===== config.mk =====
export PLATFORM = sky130hd
export DESIGN_NAME = disp_sched_flat
export DESIGN_NICKNAME = d
export VERILOG_FILES = /design/src/rtl/disp_pkg.sv /design/src/rtl/disp_sched_if.sv /design/src/rtl/dd_conv.sv /design/src/rtl/disp_sched.sv /design/src/flat_wrapper.sv
export SDC_FILE = /design/constraint.sdc
export NUM_CORES = 1
export LEC_CHECK = 0
export CAP_MARGIN = 10
export CORE_MARGIN = 5
export CORE_UTILIZATION = 56
export DETAILED_ROUTE_END_ITERATION = 16
export MAX_ROUTING_LAYER = met4
export PLACE_DENSITY = 0.84
export SYNTH_ARGS = -nofsm -noshare
export SYNTH_HDL_FRONTEND = slang
export SYNTH_SLANG_ARGS = --single-unit

===== constraint.sdc =====
create_clock -name clk -period 4.9 [get_ports clk]
set_input_delay 0.49 -clock clk [delete_from_list [all_inputs] [get_ports clk]]
set_output_delay 0.49 -clock clk [all_outputs]
set_load 0.005 [all_outputs]

===== src/rtl/disp_pkg.sv =====
// Shared types and constants for the display scheduler and its BCD converter.
// Latency: n/a (declarations and one combinational helper).
// Backpressure: n/a.
package disp_pkg;

    typedef enum logic [1:0] {
        IDLE = 2'd0,
        LOAD = 2'd1,
        CONV = 2'd2,
        SHOW = 2'd3
    } state_t;

    localparam int BIN_W      = 14;
    localparam int BCD_W      = 16;
    localparam int CONV_STEPS = 14;

    localparam logic [BCD_W-1:0] BCD_MAX   = 16'h9999;
    localparam logic [BIN_W-1:0] DEC_LIMIT = 14'd9999;

    // One double-dabble step on {bcd, bin}: add 3 to every BCD nibble >= 5, then shift left.
    function automatic logic [BCD_W+BIN_W-1:0] dd_step(input logic [BCD_W+BIN_W-1:0] s);
        logic [BCD_W+BIN_W-1:0] a;
        a = s;
        for (int k = 0; k < BCD_W / 4; k++) begin
            if (a[BIN_W+4*k +: 4] >= 4'd5) begin
                a[BIN_W+4*k +: 4] = a[BIN_W+4*k +: 4] + 4'd3;
            end
        end
        return {a[BCD_W+BIN_W-2:0], 1'b0};
    endfunction

endpackage


===== src/rtl/disp_sched_if.sv =====
// Requester-side bundle of the display scheduler plus its display-driver outputs.
// Latency: n/a (wiring only).
// Backpressure: req is a level held until done; there is no other stall path.
interface disp_sched_if #(
    parameter int NREQ = 4
);
    logic [NREQ-1:0]    req;
    logic [16*NREQ-1:0] val;
    logic [NREQ-1:0]    dec;
    logic [NREQ-1:0]    gnt;
    logic [NREQ-1:0]    done;
    logic [15:0]        disp_x;
    logic [3:0]         disp_aen;
    logic               busy;

    modport master (
        output req, val, dec,
        input  gnt, done, disp_x, disp_aen, busy
    );

    modport slave (
        input  req, val, dec,
        output gnt, done, disp_x, disp_aen, busy
    );
endinterface


===== src/rtl/dd_conv.sv =====
// Sequential 14-bit binary to 4-digit BCD converter (double-dabble).
// Latency: rdy pulses 14 cycles after start; the first step is folded into the start cycle.
// Backpressure: none; a new start restarts the conversion.
module dd_conv
    import disp_pkg::*;
(
    input  logic             clk,
    input  logic             clr,
    input  logic             start,
    input  logic [BIN_W-1:0] bin,
    output logic [BCD_W-1:0] bcd,
    output logic             rdy
);

    logic [BCD_W+BIN_W-1:0] sh_q;
    logic [3:0]             step_q;
    logic                   run_q;

    // Shift register and step counter; start applies step 1, each following cycle one more.
    always_ff @(posedge clk) begin
        if (clr) begin
            sh_q   <= '0;
            step_q <= 4'd0;
            run_q  <= 1'b0;
            rdy    <= 1'b0;
        end else begin
            rdy <= 1'b0;
            if (start) begin
                sh_q   <= dd_step({{BCD_W{1'b0}}, bin});
                step_q <= 4'd1;
                run_q  <= 1'b1;
            end else if (run_q) begin
                sh_q   <= dd_step(sh_q);
                step_q <= step_q + 4'd1;
                if (step_q == 4'(CONV_STEPS - 1)) begin
                    run_q <= 1'b0;
                    rdy   <= 1'b1;
                end
            end
        end
    end

    assign bcd = sh_q[BCD_W+BIN_W-1:BIN_W];

endmodule


===== src/rtl/disp_sched.sv =====
// Round-robin scheduler sharing one 4-digit 7-seg display among NREQ requesters.
// Latency: gnt 1 cycle after req; display 2 (hex) / 16 (decimal) cycles; done HOLD_CYC later.
// Backpressure: requesters hold req until done; a grant always runs to completion.
module disp_sched
    import disp_pkg::*;
#(
    parameter int NREQ     = 4,
    parameter int HOLD_CYC = 50_000_000
) (
    input  logic         clk,
    input  logic         clr,
    disp_sched_if.slave  bus
);

    localparam int IW = $clog2(NREQ);
    localparam int CW = $clog2(HOLD_CYC + 1);

    state_t            state_q;
    logic [IW-1:0]     last_q;
    logic [CW-1:0]     dwell_q;
    logic              sat_q;
    logic [NREQ-1:0]   gnt_q;
    logic [NREQ-1:0]   done_q;
    logic [15:0]       disp_q;

    logic              found;
    logic [IW-1:0]     pick;
    logic [15:0]       wval;
    logic              wdec;
    logic              conv_start;
    logic [BCD_W-1:0]  conv_bcd;
    logic              conv_rdy;

    // last_q holds the current winner from the grant onwards, so it also selects its inputs.
    assign wval = bus.val[16*last_q +: 16];
    assign wdec = bus.dec[last_q];

    // Round-robin search starting just after the last winner.
    always_comb begin
        int idx;
        found = 1'b0;
        pick  = last_q;
        idx   = 0;
        for (int i = 1; i <= NREQ; i++) begin
            idx = int'(last_q) + i;
            if (idx >= NREQ) begin
                idx = idx - NREQ;
            end
            if (!found && bus.req[idx]) begin
                found = 1'b1;
                pick  = IW'(idx);
            end
        end
    end

    assign conv_start = (state_q == LOAD) && wdec;

    dd_conv u_conv (
        .clk   (clk),
        .clr   (clr),
        .start (conv_start),
        .bin   (wval[BIN_W-1:0]),
        .bcd   (conv_bcd),
        .rdy   (conv_rdy)
    );

    // Main sequencer: arbitrate, load, convert, dwell, then acknowledge.
    always_ff @(posedge clk) begin
        if (clr) begin
            state_q <= IDLE;
            last_q  <= IW'(NREQ - 1);
            dwell_q <= '0;
            sat_q   <= 1'b0;
            gnt_q   <= '0;
            done_q  <= '0;
            disp_q  <= 16'h0000;
        end else begin
            done_q <= '0;
            case (state_q)
                IDLE: begin
                    if (found) begin
                        gnt_q   <= NREQ'(1) << pick;
                        last_q  <= pick;
                        state_q <= LOAD;
                    end
                end
                LOAD: begin
                    sat_q   <= wval[BIN_W-1:0] > DEC_LIMIT;
                    dwell_q <= '0;
                    if (wdec) begin
                        state_q <= CONV;
                    end else begin
                        disp_q  <= wval;
                        state_q <= SHOW;
                    end
                end
                CONV: begin
                    // The display only ever takes the finished (or saturated) result.
                    if (conv_rdy) begin
                        disp_q  <= sat_q ? BCD_MAX : conv_bcd;
                        dwell_q <= '0;
                        state_q <= SHOW;
                    end
                end
                SHOW: begin
                    if (dwell_q == CW'(HOLD_CYC - 1)) begin
                        dwell_q <= '0;
                        gnt_q   <= '0;
                        done_q  <= NREQ'(1) << last_q;
                        state_q <= IDLE;
                    end else begin
                        dwell_q <= dwell_q + CW'(1);
                    end
                end
                default: state_q <= IDLE;
            endcase
        end
    end

    assign bus.gnt      = gnt_q;
    assign bus.done     = done_q;
    assign bus.busy     = (state_q != IDLE);
    assign bus.disp_x   = disp_q;
    assign bus.disp_aen = {|disp_q[15:12], |disp_q[15:8], |disp_q[15:4], 1'b1};

endmodule


===== src/flat_wrapper.sv =====
// flat-port wrapper written by rule: the top's interface ports become plain ports
module disp_sched_flat import disp_pkg::*;
#(
    parameter int NREQ     = 4,
    parameter int HOLD_CYC = 50_000_000
)
  (clk, clr, bus_req, bus_val, bus_dec, bus_gnt, bus_done, bus_disp_x, bus_disp_aen, bus_busy);
  disp_sched_if #(.NREQ(NREQ)) bus_i ();
  input  logic clk;
  input  logic clr;
  input wire logic [$bits(bus_i.req)-1:0] bus_req;
  input wire logic [$bits(bus_i.val)-1:0] bus_val;
  input wire logic [$bits(bus_i.dec)-1:0] bus_dec;
  output wire logic [$bits(bus_i.gnt)-1:0] bus_gnt;
  output wire logic [$bits(bus_i.done)-1:0] bus_done;
  output wire logic [$bits(bus_i.disp_x)-1:0] bus_disp_x;
  output wire logic [$bits(bus_i.disp_aen)-1:0] bus_disp_aen;
  output wire logic [$bits(bus_i.busy)-1:0] bus_busy;
  assign bus_i.req = bus_req;
  assign bus_i.val = bus_val;
  assign bus_i.dec = bus_dec;
  assign bus_gnt = bus_i.gnt;
  assign bus_done = bus_i.done;
  assign bus_disp_x = bus_i.disp_x;
  assign bus_disp_aen = bus_i.disp_aen;
  assign bus_busy = bus_i.busy;
  disp_sched #(.NREQ(NREQ), .HOLD_CYC(HOLD_CYC)) u_core (.clk(clk), .clr(clr), .bus(bus_i));
endmodule

* After elaboration in Yosys (flattened, before gate mapping) *
Index checks and enable logic that the tools add are counted.

operators by class
  add/sub/neg operators = 14
  multiply operators = 0
  div/mod/pow operators = 0
  order comparisons = 14
  eq/ne operators = 9
  shifts and indexed selects = 3
  multiplexer cells = 53
  bitwise logic cells = 3
  reductions and logical operators = 24

operators by type and width
  operator               number
  $ge 32x4->1 const B    4
  $lt 32x4->1 const B    4
  $mux 32                4
  $sub 32x4->32 const B  4
  $pmux 26 s3            1
  $shiftx 64x7->16       1
  $mux 26                2
  $mux 16                3
  $pmux 16 s2            1
  $mux 15                2
  $add 26x1->26 const B  1
  $eq 26x26->1 const B   1
  $mux 1                 20
  $mux 4                 5
  $ge 4x3->1 const B     4
  $gt 14x14->1 const B   1
  $mux 2                 7
  $add 4x2->4 const B    3
  $reduce_or 12->1       1
  $bmux 1 s2             5
  $reduce_and 3->1       3
  $pmux 2 s4             1
  $pmux 4 s2             1
  $reduce_bool 2->1      4
  23 further kinds       37

storage, ports and cells
  bits in registers = 90
  latch bits = 0
  RAM bits = 0
  ROM bits = 0
  input port bits = 74
  output and inout port bits = 29
  word-level logic and storage cells = 133
  memories kept = 0

* Logic depth before layout (Yosys ltp) *
  depth after elaboration = 19
  gate-level depth with buffers = 8
  gate-level depth less buffers = 7

* Cells and area by module *
A second synthesis with hierarchy kept.

second synthesis, totals
  cells, all modules = 576
  area, all modules = 5163.7 sq um

by module, submodules not included
  module      times used  cells an instance  area each (sq um)
  disp_sched  1           341                3096.7
  dd_conv     1           235                2067.0

* Least setup slack after synthesis *
OpenSTA, ideal clock, no wires.

  path kind = flip-flop to flip-flop
  start = register u_core.state_q[0]
  end = register u_core.dwell_q[22]
  library setup time = 0.116 ns
  arrival = 1.963 ns
  data required time = 4.784 ns
  path slack = 2.821 ns
  cell stages (with the launch flop) = 9
  path through = dfxtp_1 inv_1 ha_1 clkbuf_1 or4_4 buf_6 nor4_1 xnor2_1 nor2_2

on the way
  longest elaborated chain between the ends = 3

ends and longest elaborated chain
  item                                                       line               RTL
  from (decl)                                                disp_sched.sv:18   state_t state_q;
  from (signal assigned)                                     disp_sched.sv:70   state_q <= IDLE;
  from (signal assigned)                                     disp_sched.sv:84   state_q <= LOAD;
  from (signal assigned)                                     disp_sched.sv:91   state_q <= CONV;
  $eq 2x2->1 or $eq 2x1->1 (tied branches)                   disp_sched.sv:79   case (state_q)
  $ne 2x2->1 (no line) or $reduce_bool 3->1 (tied branches)  n/a
  $reduce_and 2->1 (no line)                                 n/a
  to (signal assigned)                                       disp_sched.sv:112  dwell_q <= dwell_q + CW'(1);
  to (decl)                                                  disp_sched.sv:20   logic [CW-1:0] dwell_q;

Several ways; a longest one is shown, not always the timed one.
A chain may end at the register's enable or synchronous reset.

* Final worst setup path *
  start = register u_core.last_q[1]
  end = register u_core.disp_q[10], in the netlist u_core.bus.disp_x[10]

on the way
  longest elaborated chain between the ends = 4

ends and longest elaborated chain
  item                                                      line               RTL
  from (decl)                                               disp_sched.sv:19   logic [IW-1:0] last_q;
  from (signal assigned)                                    disp_sched.sv:71   last_q <= IW'(NREQ - 1);
  from (signal assigned)                                    disp_sched.sv:83   last_q <= pick;
  branches (longest 4 deep; another with $shiftx 64x7->16)  n/a
  to (signal assigned)                                      disp_sched.sv:93   disp_q <= wval;
  to (signal assigned)                                      disp_sched.sv:100  disp_q <= sat_q ? BCD_MAX : conv_bcd;
  to (decl)                                                 disp_sched.sv:24   logic [15:0] disp_q;

Parallel ways; which one is timed is not known. The select of a mux whose other input is x is not followed.

==> results.py <==
metrics = {
    "global_route": {
        "met1_usage": 0.2861,
        "grt_first_pass_wirelength_mm": 21.41,
        "grt_antenna_before_repair": 0,
        "grt_pass1_vias": 4350,
        "grt_overflow_total": 0,
        "grt_use_met2": 0.4217,
        "grt_max_degree": 52,
        "use_met3": 0.04167,
        "grt-busiest-layer": "met2",
        "track_usage": 0.2422,
    },
    "clock_network": {
        "cts_resized": 0,
        "cts-root-buf": "clkbuf_8",
        "cts_sinks": 90,
        "clk_latency_ns": 0.37,
        "cts_buffers": 9,
        "clk_pin_slew_ns": 0.10,
        "cts_tree": "yes",
        "cts_setup_buffers": 0,
        "ctsHoldBuffers": 0,
        "cts_buffer_depth": 2,
        "cts-htree-levels": 3,
    },
    "drt": {
        "post_drt_via_cell_ratio": 5.956,
        "drc": 0,
        "ant_nets": 0,
        "wl_per_cell_um": 17.34,
        "dr.pass1.iters": 4,
        "num_vias": 4449,
        "drtIter0Drc": 222,
        "drt-total-wl_mm": 12.95,
    },
    "worst_hold_path": {
        "hold_class": "reg2reg",
    },
    "sta": {
        "rsz0062_at_grt": "false",
        "skew_ns": 0.01591,
        "slew_headroom": 0.2939,
        "timing.final.crit_period_ns": 3.192,
        "setup_violations": 0,
        "tightest_slew_ns": 1.058,
        "maxSlewViolCount": 0,
        "finalHoldViolCount": 0,
        "finalCritPeriodShare": 0.6513,
        "setup_tns_ns": 0,
        "fin_hold_ws_ns": 0.4757,
        "timing.fmax_mhz": 313.3,
    },
    "final_layout": {
        "fin_util": 0.7114,
        "finish.cell_count_without_fillers": 747,
        "final_nets": 723,
        "drive_gt1_frac": 0.07668,
        "area_delta_synth_final_pct": 24.59,
        "n_antenna_cell": 0,
    },
    "synth": {
        "async_flop_share": 0,
        "syn_area_sq_um": 4931,
        "syn_nets": 642,
        "synth.yosys.seq_area_share": 0.3654,
        "synth-edff-count": 0,
        "synth_top_area_share": 0.3654,
        "synth_area_leader_cell": "dfxtp_1",
        "synthTopCellsByArea": "dfxtp_1 37%, mux4_2 7.8%, nor2_1 5.0%",
        "syn_inst": 553,
        "yosys_warnings": 0,
        "avgSynthCellArea_sq_um": 8.917,
        "synth_cell_types": 52,
        "ys_ff_latch": 90,
        "synth_ff_type": "dfxtp_1",
    },
    "run_status": {
        "status": "finished clean",
    },
    "floorplan": {
        "die_w_um": 103.8,
        "core_sq_um": 8636,
        "io_pins": 103,
        "die_h_um": 103.8,
        "die-area_sq_um": 10780,
        "floorplan.initialDensity": 0.5710,
        "num_rows": 34,
    },
    "critical_path": {
        "critPathCaptureType": "flip-flop",
        "arrival_ns": 3.46,
        "worstPathRequired_ns": 5.16,
        "worstPathMaxFanout": 32,
        "cp-start-kind": "flip-flop",
        "path_class": "reg2reg",
    },
    "placed_design": {
        "dpl.hpwl_mm": 9.622,
        "portBuffers": 101,
        "gp_congestion": 0.8989,
        "placed_cells": 731,
    },
    "power_and_ir_drop": {
        "power_density_nw_per_um2": 463.5,
        "post-layout-total-power_mw": 2.848,
        "ir_drop_v": 0.0003787,
        "p_leak_nw": 2.134,
    },
    "job": {
        "drv_cap": 0,
    },
}
## path summary, 6_finish.rpt
path | start | endpoint | slack, ns | cells after the start
min | u_core.bus.gnt[1]$_SDFFE_PP0P_ | u_core.bus.gnt[1]$_SDFFE_PP0P_ | 0.48 | 2
max reg2reg | u_core.last_q[1]$_SDFFE_PP1P_ | u_core.bus.disp_x[10]$_SDFFE_PP0P_ | 1.71 | 5
min reg2reg | u_core.bus.gnt[1]$_SDFFE_PP0P_ | u_core.bus.gnt[1]$_SDFFE_PP0P_ | 0.48 | 2
max | u_core.last_q[1]$_SDFFE_PP1P_ | u_core.bus.disp_x[10]$_SDFFE_PP0P_ | 1.71 | 5
## cells in the final DEF, fill, tap and decap left out, types with 11 or more instances in the layout
| cell type | n |
|---|---|
| xnor2_1 | 21 |
| ha_1 | 15 |
| inv_1 | 16 |
| a211oi_1 | 14 |
| nor2_1 | 66 |
| mux2i_1 | 21 |
| o21ai_0 | 15 |
| o211ai_1 | 11 |
| dfxtp_1 | 90 |
| clkdlybuf4s50_1 | 101 |
| a21oi_1 | 32 |
| mux4_2 | 17 |
| nand2_1 | 39 |
| nand3_1 | 24 |
| nand2b_1 | 29 |
## cell families (layout without fill, tap and decap cells)
kind of cell             after synthesis  count (layout)  share of synthesized area
AND/OR/NAND/NOR                      229             229                     0.2428
AO/OA/AOI/OAI                         98              98                     0.1302
flip-flops                            90              90                     0.3654
buffers and inverters                 51             137                    0.04745
multiplexers                          38              38                     0.1203
XOR/XNOR                              31              31                    0.05506
adder cells (fa/ha/maj)               15              15                    0.03806
other                                  1               1                  0.0007605
## synthesized netlist by cell type (2+ instances only)
| master | number |
|---|---|
| o211ai_1 | 11 |
| and2_1 | 4 |
| nand4_1 | 9 |
| a31oi_1 | 5 |
| nor4_1 | 9 |
| or4_1 | 2 |
| ha_1 | 15 |
| buf_1 | 3 |
| a311oi_1 | 9 |
| xnor2_1 | 21 |
| and4_1 | 2 |
| or4b_1 | 2 |
| o21ai_0 | 15 |
| and3_1 | 9 |
| a211oi_1 | 14 |
| buf_2 | 7 |
| nand3b_1 | 9 |
| buf_6 | 2 |
| or3_1 | 2 |
| a21o_1 | 5 |
| nand2b_1 | 29 |
| nor4bb_1 | 2 |
| mux2i_1 | 21 |
| nand3_1 | 24 |
| mux4_2 | 17 |
| inv_1 | 16 |
| nor2_2 | 2 |
| nor3_1 | 9 |
| nor2_1 | 66 |
| dfxtp_1 | 90 |
| xor2_1 | 10 |
| nand2_1 | 39 |
| a21oi_1 | 32 |
| clkbuf_1 | 18 |
| a211o_1 | 2 |
| buf_4 | 5 |
## where the power goes
| part | internal [mW] | switching (mW) | leakage (nW) |
|---|---|---|---|
| registers | 0.874 | 0.163 | 0.732 |
| clock network | 0.257 | 0.283 | 0.109 |
| logic | 0.628 | 0.642 | 1.29 |
| total | 1.76 | 1.09 | 2.13 |
## registers in the layout, summed over array words and instances (netlist names)
name	flops
u_core.u_conv.step_q	4
u_core.u_conv.rdy	1
u_core.bus.disp_x	16
u_core.state_q	2
u_core.u_conv.run_q	1
u_core.dwell_q	26
u_core.bus.gnt	4
u_core.u_conv.sh_q	29
u_core.sat_q	1
u_core.last_q	2
u_core.bus.done	4
## cell type report
cell class	instances	area, sq um
clock buffers	10	137.6
repair buffers	105	1041
well taps	108	135.1
flip-flops and latches	90	1802
clock inverters	6	72.57
multi-input cells	412	2895
fillers	642	2492
inverters	16	60.06
## critical path, cell delays in order, from the launching register on
cell and delay (ns):
dfxtp_1 1.03, mux4_2 0.47, nand2_2 0.44, and3_1 0.74, nor2_1 0.11, a311oi_1 0.28
## routing by layer
layer  part of all wire  wire length, um
met5                  0                0
met4              0.025              324
met3              0.042              544
met2               0.52             6680
met1               0.42             5405
## metrics by stage
stage | setup slack (ns) | cell area (sq um)
finish | 1.708 | 6143
global route | 1.491 | 6143
CTS | 1.786 | 6143
detailed placement | 1.833 | 5933
global placement | 1.956 | 5933
floorplan | 2.821 | 4931
Power figures use the tool's default switching activity.
